**src/rtl/i2cm_seq_pkg.sv**
```systemverilog
// Register map, CR/SR bit positions, response codes and state encoding for the
// I2C master command sequencer.
package i2cm_seq_pkg;

  localparam logic [2:0] REG_PRERLO = 3'd0;
  localparam logic [2:0] REG_PRERHI = 3'd1;
  localparam logic [2:0] REG_CTR    = 3'd2;
  localparam logic [2:0] REG_TXR    = 3'd3;
  localparam logic [2:0] REG_RXR    = 3'd3;
  localparam logic [2:0] REG_CR     = 3'd4;
  localparam logic [2:0] REG_SR     = 3'd4;

  localparam int unsigned CR_STA   = 7;
  localparam int unsigned CR_STO   = 6;
  localparam int unsigned CR_RD    = 5;
  localparam int unsigned CR_WR    = 4;
  localparam int unsigned CR_ACK   = 3;
  localparam int unsigned SR_RXACK = 7;
  localparam int unsigned SR_AL    = 5;
  localparam int unsigned SR_TIP   = 1;
  localparam int unsigned CTR_EN   = 7;

  localparam logic [7:0] CR_START_WR       = 8'((1 << CR_STA) | (1 << CR_WR));
  localparam logic [7:0] CR_WRITE          = 8'(1 << CR_WR);
  localparam logic [7:0] CR_WRITE_STOP     = 8'((1 << CR_STO) | (1 << CR_WR));
  localparam logic [7:0] CR_READ_NACK_STOP = 8'((1 << CR_STO) | (1 << CR_RD) | (1 << CR_ACK));
  localparam logic [7:0] CR_STOP           = 8'(1 << CR_STO);
  localparam logic [7:0] CTR_CORE_EN       = 8'(1 << CTR_EN);

  localparam logic [1:0] ERR_OK   = 2'd0;
  localparam logic [1:0] ERR_NACK = 2'd1;
  localparam logic [1:0] ERR_AL   = 2'd2;
  localparam logic [1:0] ERR_TMO  = 2'd3;

  typedef logic [3:0] seq_state_t;

  localparam seq_state_t S_INIT_PL   = 4'd0;
  localparam seq_state_t S_INIT_PH   = 4'd1;
  localparam seq_state_t S_INIT_CTR  = 4'd2;
  localparam seq_state_t S_IDLE      = 4'd3;
  localparam seq_state_t S_WR_TXR    = 4'd4;
  localparam seq_state_t S_WR_CR     = 4'd5;
  localparam seq_state_t S_POLL_GAP  = 4'd6;
  localparam seq_state_t S_RD_SR     = 4'd7;
  localparam seq_state_t S_CHK       = 4'd8;
  localparam seq_state_t S_RD_RXR    = 4'd9;
  localparam seq_state_t S_STOP_CR   = 4'd10;
  localparam seq_state_t S_STOP_POLL = 4'd11;
  localparam seq_state_t S_RESP      = 4'd12;

  // Byte 3 exists only for reads and has no TXR write (it is the data receive).
  function automatic logic [7:0] txr_for_byte(input logic [1:0] idx, input logic rd,
                                              input logic [6:0] dev, input logic [7:0] rg,
                                              input logic [7:0] wdata);
    case (idx)
      2'd0:    txr_for_byte = {dev, 1'b0};
      2'd1:    txr_for_byte = rg;
      2'd2:    txr_for_byte = rd ? {dev, 1'b1} : wdata;
      default: txr_for_byte = '0;
    endcase
  endfunction

  function automatic logic [7:0] cr_for_byte(input logic [1:0] idx, input logic rd);
    case (idx)
      2'd0:    cr_for_byte = CR_START_WR;
      2'd1:    cr_for_byte = CR_WRITE;
      2'd2:    cr_for_byte = rd ? CR_START_WR : CR_WRITE_STOP;
      default: cr_for_byte = CR_READ_NACK_STOP;
    endcase
  endfunction

endpackage

```
**src/rtl/i2cm_seq_bus.sv**
```systemverilog
// Single-access register bus engine: one access outstanding, fields held stable
// from strobe assertion through m_ack, read data captured on acknowledge.
module i2cm_seq_bus (
  input  logic       clk_i,
  input  logic       rst_n_i,
  input  logic       start_i,
  input  logic       wr_i,
  input  logic [2:0] addr_i,
  input  logic [7:0] wdata_i,
  output logic       busy_o,
  output logic       done_o,
  output logic [7:0] rdata_o,
  output logic       m_cs_o,
  output logic       m_wr_o,
  output logic [2:0] m_addr_o,
  output logic [7:0] m_wdata_o,
  input  logic [7:0] m_rdata_i,
  input  logic       m_ack_i
);

  logic       cs_q;
  logic       wr_q;
  logic [2:0] addr_q;
  logic [7:0] wdata_q;
  logic [7:0] rdata_q;

  always_ff @(posedge clk_i) begin
    if (!rst_n_i) begin
      cs_q    <= 1'b0;
      wr_q    <= 1'b0;
      addr_q  <= '0;
      wdata_q <= '0;
      rdata_q <= '0;
    end else if (!cs_q) begin
      if (start_i) begin
        cs_q    <= 1'b1;
        wr_q    <= wr_i;
        addr_q  <= addr_i;
        wdata_q <= wdata_i;
      end
    end else if (m_ack_i) begin
      cs_q    <= 1'b0;
      rdata_q <= m_rdata_i;
    end
  end

  assign busy_o    = cs_q;
  assign done_o    = cs_q & m_ack_i;
  assign rdata_o   = rdata_q;
  assign m_cs_o    = cs_q;
  assign m_wr_o    = wr_q;
  assign m_addr_o  = addr_q;
  assign m_wdata_o = wdata_q;

endmodule

```
**src/rtl/i2cm_cmd_seq.sv**
```systemverilog
// I2C master command sequencer: turns one register read/write request into the
// TXR/CR write and SR poll sequence. Optional SR-poll timeout: I2CM_SEQ_TIMEOUT_EN.
module i2cm_cmd_seq #(
  parameter logic [15:0] PRESCALE   = 16'h0063,
  parameter int unsigned POLL_GAP   = 4,
  parameter logic [19:0] TMO_CYCLES = 20'hFFFFF
) (
  input  logic       app_clk,
  input  logic       reset_n,
  input  logic       req_valid,
  output logic       req_ready,
  input  logic       req_rd,
  input  logic [6:0] req_dev,
  input  logic [7:0] req_reg,
  input  logic [7:0] req_wdata,
  output logic       rsp_valid,
  output logic [1:0] rsp_err,
  output logic [7:0] rsp_rdata,
  output logic       m_cs,
  output logic       m_wr,
  output logic [2:0] m_addr,
  output logic [7:0] m_wdata,
  input  logic [7:0] m_rdata,
  input  logic       m_ack
);

  import i2cm_seq_pkg::*;

  localparam logic [4:0] GAP_LAST     = 5'(POLL_GAP);
  localparam seq_state_t S_POLL_ENTRY = (POLL_GAP == 0) ? S_RD_SR : S_POLL_GAP;

  seq_state_t state_q, state_d;
  logic [1:0] byte_q, byte_d;
  logic [3:0] gap_q, gap_d;
  logic [1:0] err_q, err_d;
  logic [7:0] rdata_q, rdata_d;
  logic       rd_q, rd_d;
  logic [6:0] dev_q, dev_d;
  logic [7:0] reg_q, reg_d;
  logic [7:0] wdata_q, wdata_d;

  logic       acc_req;
  logic       acc_wr;
  logic [2:0] acc_addr;
  logic [7:0] acc_wdata;
  logic       bus_busy;
  logic       bus_done;
  logic [7:0] bus_rdata;
  logic       last_byte;
  logic       tmo_hit;
  logic       unused_sr_bits;

  i2cm_seq_bus u_bus (
    .clk_i     (app_clk),
    .rst_n_i   (reset_n),
    .start_i   (acc_req & ~bus_busy),
    .wr_i      (acc_wr),
    .addr_i    (acc_addr),
    .wdata_i   (acc_wdata),
    .busy_o    (bus_busy),
    .done_o    (bus_done),
    .rdata_o   (bus_rdata),
    .m_cs_o    (m_cs),
    .m_wr_o    (m_wr),
    .m_addr_o  (m_addr),
    .m_wdata_o (m_wdata),
    .m_rdata_i (m_rdata),
    .m_ack_i   (m_ack)
  );

  assign unused_sr_bits = ^{bus_rdata[6], bus_rdata[4:2], bus_rdata[0]};

`ifdef I2CM_SEQ_TIMEOUT_EN
  logic [19:0] tmo_q, tmo_d;

  assign tmo_hit = (tmo_q >= TMO_CYCLES);

  always_comb begin
    tmo_d = tmo_q;
    if (state_q == S_WR_CR && bus_done) begin
      tmo_d = '0;
    end else if ((state_q == S_POLL_GAP || state_q == S_RD_SR) && !tmo_hit) begin
      tmo_d = tmo_q + 20'd1;
    end
  end

  always_ff @(posedge app_clk) begin
    if (!reset_n) begin
      tmo_q <= '0;
    end else begin
      tmo_q <= tmo_d;
    end
  end
`else
  logic unused_tmo;

  assign tmo_hit    = 1'b0;
  assign unused_tmo = ^TMO_CYCLES;
`endif

  assign last_byte = rd_q ? (byte_q == 2'd3) : (byte_q == 2'd2);

  always_comb begin
    state_d   = state_q;
    byte_d    = byte_q;
    gap_d     = gap_q;
    err_d     = err_q;
    rdata_d   = rdata_q;
    rd_d      = rd_q;
    dev_d     = dev_q;
    reg_d     = reg_q;
    wdata_d   = wdata_q;
    acc_req   = 1'b0;
    acc_wr    = 1'b1;
    acc_addr  = REG_CR;
    acc_wdata = '0;
    case (state_q)
      S_INIT_PL: begin
        acc_req   = 1'b1;
        acc_addr  = REG_PRERLO;
        acc_wdata = PRESCALE[7:0];
        if (bus_done) state_d = S_INIT_PH;
      end
      S_INIT_PH: begin
        acc_req   = 1'b1;
        acc_addr  = REG_PRERHI;
        acc_wdata = PRESCALE[15:8];
        if (bus_done) state_d = S_INIT_CTR;
      end
      S_INIT_CTR: begin
        acc_req   = 1'b1;
        acc_addr  = REG_CTR;
        acc_wdata = CTR_CORE_EN;
        if (bus_done) state_d = S_IDLE;
      end
      S_IDLE: begin
        if (req_valid) begin
          rd_d    = req_rd;
          dev_d   = req_dev;
          reg_d   = req_reg;
          wdata_d = req_wdata;
          byte_d  = '0;
          err_d   = ERR_OK;
          state_d = S_WR_TXR;
        end
      end
      S_WR_TXR: begin
        acc_req   = 1'b1;
        acc_addr  = REG_TXR;
        acc_wdata = txr_for_byte(byte_q, rd_q, dev_q, reg_q, wdata_q);
        if (bus_done) state_d = S_WR_CR;
      end
      S_WR_CR: begin
        acc_req   = 1'b1;
        acc_addr  = REG_CR;
        acc_wdata = cr_for_byte(byte_q, rd_q);
        if (bus_done) begin
          gap_d   = '0;
          state_d = S_POLL_ENTRY;
        end
      end
      S_POLL_GAP: begin
        if (tmo_hit) begin
          err_d   = ERR_TMO;
          state_d = S_STOP_CR;
        end else if (({1'b0, gap_q} + 5'd1) == GAP_LAST) begin
          state_d = S_RD_SR;
        end else begin
          gap_d = gap_q + 4'd1;
        end
      end
      S_RD_SR: begin
        acc_req  = 1'b1;
        acc_wr   = 1'b0;
        acc_addr = REG_SR;
        if (bus_done) state_d = S_CHK;
      end
      S_CHK: begin
        // On the read data byte RxACK reflects our own NACK, so it is not an error.
        if (bus_rdata[SR_TIP]) begin
          if (tmo_hit) begin
            err_d   = ERR_TMO;
            state_d = S_STOP_CR;
          end else begin
            gap_d   = '0;
            state_d = S_POLL_ENTRY;
          end
        end else if (bus_rdata[SR_AL]) begin
          err_d   = ERR_AL;
          state_d = S_RESP;
        end else if (bus_rdata[SR_RXACK] && !(rd_q && byte_q == 2'd3)) begin
          err_d   = ERR_NACK;
          state_d = S_STOP_CR;
        end else if (last_byte) begin
          state_d = rd_q ? S_RD_RXR : S_RESP;
        end else begin
          byte_d  = byte_q + 2'd1;
          state_d = (rd_q && byte_q == 2'd2) ? S_WR_CR : S_WR_TXR;
        end
      end
      S_RD_RXR: begin
        acc_req  = 1'b1;
        acc_wr   = 1'b0;
        acc_addr = REG_RXR;
        if (bus_done) begin
          rdata_d = m_rdata;
          state_d = S_RESP;
        end
      end
      S_STOP_CR: begin
        acc_req   = 1'b1;
        acc_addr  = REG_CR;
        acc_wdata = CR_STOP;
        if (bus_done) state_d = (err_q == ERR_TMO) ? S_RESP : S_STOP_POLL;
      end
      S_STOP_POLL: begin
        acc_req  = 1'b1;
        acc_wr   = 1'b0;
        acc_addr = REG_SR;
        if (bus_done && !m_rdata[SR_TIP]) state_d = S_RESP;
      end
      S_RESP: begin
        state_d = S_IDLE;
      end
      default: begin
        state_d = S_INIT_PL;
      end
    endcase
  end

  always_ff @(posedge app_clk) begin
    if (!reset_n) begin
      state_q <= S_INIT_PL;
      byte_q  <= '0;
      gap_q   <= '0;
      err_q   <= ERR_OK;
      rdata_q <= '0;
      rd_q    <= 1'b0;
      dev_q   <= '0;
      reg_q   <= '0;
      wdata_q <= '0;
    end else begin
      state_q <= state_d;
      byte_q  <= byte_d;
      gap_q   <= gap_d;
      err_q   <= err_d;
      rdata_q <= rdata_d;
      rd_q    <= rd_d;
      dev_q   <= dev_d;
      reg_q   <= reg_d;
      wdata_q <= wdata_d;
    end
  end

  assign req_ready = (state_q == S_IDLE);
  assign rsp_valid = (state_q == S_RESP);
  assign rsp_err   = err_q;
  assign rsp_rdata = rdata_q;

endmodule

```
**config.mk**
```make
export PLATFORM = sky130hd
export DESIGN_NAME = i2cm_cmd_seq
export DESIGN_NICKNAME = d
export VERILOG_FILES = /design/src/rtl/i2cm_seq_pkg.sv /design/src/rtl/i2cm_seq_bus.sv /design/src/rtl/i2cm_cmd_seq.sv
export SDC_FILE = /design/constraint.sdc
export NUM_CORES = 1
export LEC_CHECK = 0
export ABC_AREA = 0
export CAP_MARGIN = 20
export CORE_MARGIN = 2
export CORE_UTILIZATION = 67
export DETAILED_ROUTE_END_ITERATION = 8
export DONT_BUFFER_PORTS = 1
export GPL_ROUTABILITY_DRIVEN = 0
export HOLD_SLACK_MARGIN = 0.08
export PLACE_DENSITY = 0.87
export REMOVE_ABC_BUFFERS = 1
export SYNTH_ARGS = -nofsm -noshare
export SYNTH_HDL_FRONTEND = slang
export SYNTH_SLANG_ARGS = --single-unit
```
**constraint.sdc**
```tcl
create_clock -name app_clk -period 3.62 [get_ports app_clk]
set_clock_uncertainty 0.2 [all_clocks]
set_input_delay 0.724 -clock app_clk [delete_from_list [all_inputs] [get_ports app_clk]]
set_output_delay 0.724 -clock app_clk [all_outputs]
set_load 0.02 [all_outputs]
```
==> metrics.yaml <==
worst_setup_path:
  path_max_fanout: 26
  cp-startpoint: "state_q[2]"
  endpoint: "rsp_valid"
  worstSetupPathType: "flop to primary output"
  r2r_cells: 4
  cp.arrival_ns: 1.85
  crit_required_ns: 2.70
  end_kind: "primary output"
  reg2reg_slack_ns: 0.91
  r2r_start: "state_q[1]"
  r2r_end: "rsp_err[1]"
  start_kind: "flop"
timing:
  worst_slew_pin_slew_ns: 0.934
  drv_slew: 0
  min_period_ns: 2.78
  setup_viol: 0
  setup_slack_ns: 0.845
  slew_headroom: 0.376
  final.period_utilization: 0.767
  tns_ns: 0
  final-hold-violation-count: 0
  grt_setup_unrepaired: "false"
  fmax_mhz: 360
floorplan:
  rows: 24
  initial_core_util: 0.700
  fp.dieH_um: 71.4
  die_area_um2: 5100
  fp.dieW_um: 71.4
  core_area_um2: 4350
  pin_count: 61
drt:
  drc: 0
  ant_nets: 0
  drt_wl_total_mm: 7.31
  drt_pre_antenna_iters: 5
  drtIter0Drc: 279
  route.vias.total: 2766
  post_drt_wl_per_cell_um: 17.1
  drt-vias-per-instance: 6.46
global_route:
  grt_pass1_vias: 2620
  grt_max_degree: 32
  met2_usage: 0.479
  grt.busiest_layer: "met2"
  use_met1: 0.367
  antenna_found_initial: 0
  grt.total_usage: 0.298
  overflow: 0
  grt_use_met3: 0.114
  grt_pass1_wl_mm: 12.0
run:
  maxCapViolCount: 0
power:
  p_leak_nw: 1.09
  p_sw_w: 0.000951
  switching_share: 0.413
  p_per_area_nw_per_um2: 721
  p_comb_frac: 0.347
  ir_worst_vdd_mv: 0.390
  clockPowerShare: 0.243
  sequentialPowerShare: 0.410
  p_int_w: 0.00135
logic_synthesis:
  synth_top_flop_cell: "dfxtp_1"
  avgSynthCellArea_um2: 7.93
  ys_ff_latch: 60
  ys_seq_area_frac: 0.394
  ys_warn_count: 0
  netlist_area_um2: 3050
  async_flop_share: 0
  ys_types: 55
  syn_inst: 384
  synth_edf_count: 0
clock_tree:
  clock_latency_ns: 0.33
  clk_pin_slew_worst_paths_ns: 0.07
  cts_tree: "built"
  ctsLongestPathBuffers: 2
  cts_resized: 0
  post-cts-setup-buffers: 0
  cts.sinks: 60
  root_buffer: "clkbuf_8"
  ctsHoldBuffers: 0
  cts_buffers: 9
  htree_levels: 3
final_layout:
  final_common_cell: "nand2_1"
  syn_to_final_growth_pct: 4.89
  n_fill_cell: 349
  drive_gt1_frac: 0.0851
  diodes: 0
  layout_common_cells: "66 x nand2_1, 60 x dfxtp_1, 54 x a21oi_1, 31 x nor2_1, 16 x o21ai_0"
  nets: 414
place:
  hpwlAfterDp_mm: 4.90
  port_buffers: 0
  dp_slack_ns: 0.966
hold_path:
  hp-class: "flop to flop"
outcome:
  status: "finished clean"
per-stage QoR:
| stage | hold slack, ns | power [W] | std cells | util | instance area [um2] |
|---|---|---|---|---|---|
| final | 0.258 | 0.00230 | 428 | 0.734 | 3200 |
| after global routing | 0.279 | 0.00246 | 428 | 0.734 | 3200 |
| after CTS | 0.254 | 0.00229 | 428 | 0.734 | 3200 |
| after detailed placement | 0.245 | 0.00173 | 412 | 0.691 | 3010 |
| after global placement | 0.241 | 0.00170 | 412 | 0.691 | 3010 |
| after floorplan | 0.233 | 0.00152 | 357 | - | 2920 |
kinds of logic (layout without fill, tap and decap cells):
logic type,count (synthesis),after routing,synth area share
xor+xnor,1,1,0.00288
buf+inv,38,30,0.0550
flops,60,60,0.394
mux,11,11,0.0370
compound gates,110,110,0.226
fa+ha+maj,7,7,0.0287
simple gates,157,157,0.256
cells in the mapped netlist, types with 2 or more instances:
cell type	count	area, um2
and4bb_2	2	25.0
nor3b_1	2	15.0
nor4_1	2	12.5
a21oi_1	54	270
inv_1	11	41.3
nand3_1	8	40.0
ha_1	7	87.6
mux2_2	2	22.5
and2_1	4	25.0
nand3b_1	2	15.0
mux2i_1	9	90.1
a32o_1	2	20.0
clkbuf_1	11	41.3
o21ai_0	16	80.1
or2_2	2	12.5
buf_2	14	70.1
nand4_1	2	12.5
a211oi_1	5	37.5
nor2b_1	9	56.3
nor3_2	3	30.0
a222oi_1	7	70.1
o32ai_1	5	43.8
nand2_1	66	248
a32oi_1	2	17.5
a31oi_1	4	25.0
o21ai_1	3	15.0
and3_1	3	18.8
nor2_1	31	116
dfxtp_1	60	1200
a22oi_1	2	15.0
nor3_1	6	30.0
nand2b_1	5	31.3
worst max-delay path: stages (launching register included):
cell and delay, ns:
dfxtp_1 0.86, and2_1 0.28, nor2b_1 0.38
how the worst min path moves through the flow:
| stage | startpoint | slack, ns | end | cells past startpoint |
|---|---|---|---|---|
| floorplan | wdata_q[0] | 0.23 | wdata_q[0] | 2 |
| global placement | reg_q[4] | 0.24 | reg_q[4] | 2 |
| detailed placement | wdata_q[0] | 0.25 | wdata_q[0] | 2 |
| CTS | wdata_q[0] | 0.25 | wdata_q[0] | 2 |
| global route | wdata_q[4] | 0.28 | wdata_q[4] | 2 |
| finish | wdata_q[0] | 0.26 | wdata_q[0] | 2 |
sequential cells by signal (all words and copies together), names as in the netlist, 2 cells and up:
register,flops
rsp_rdata,8
u_bus.m_addr_o,3
byte_q,2
state_q,4
u_bus.rdata_o,3
gap_q,4
u_bus.m_wdata_o,8
dev_q,7
reg_q,8
wdata_q,8
rsp_err,2
final cells by class:
class                           instances  area (um2)  area share
Sequential cell                        60        1200       0.376
Inverter                               11        41.3      0.0129
Tap cell                               52        65.1      0.0204
Timing Repair Buffer                    3        22.5     0.00705
Clock inverter                          4        22.5     0.00705
Clock buffer                           12         165      0.0517
Multi-Input combinational cell        286        1680       0.525
power groups by stage:
stage	Sequential (W)	Clock [W]	Combinational (W)
after floorplan	0.000954	0	0.000570
after CTS	0.000938	0.000565	0.000789
final	0.000943	0.000560	0.000800
after global routing	0.000960	0.000601	0.000895
after global placement	0.000946	0	0.000755
after detailed placement	0.000951	0	0.000778
routing by layer:
layer  part of all wire  routed length [um]
met1               0.41                3030
met2               0.47                3440
met3               0.10                 759
met4              0.011                  83
met5                  0                   0
No activity file was read; power rests on OpenSTA's default activity.
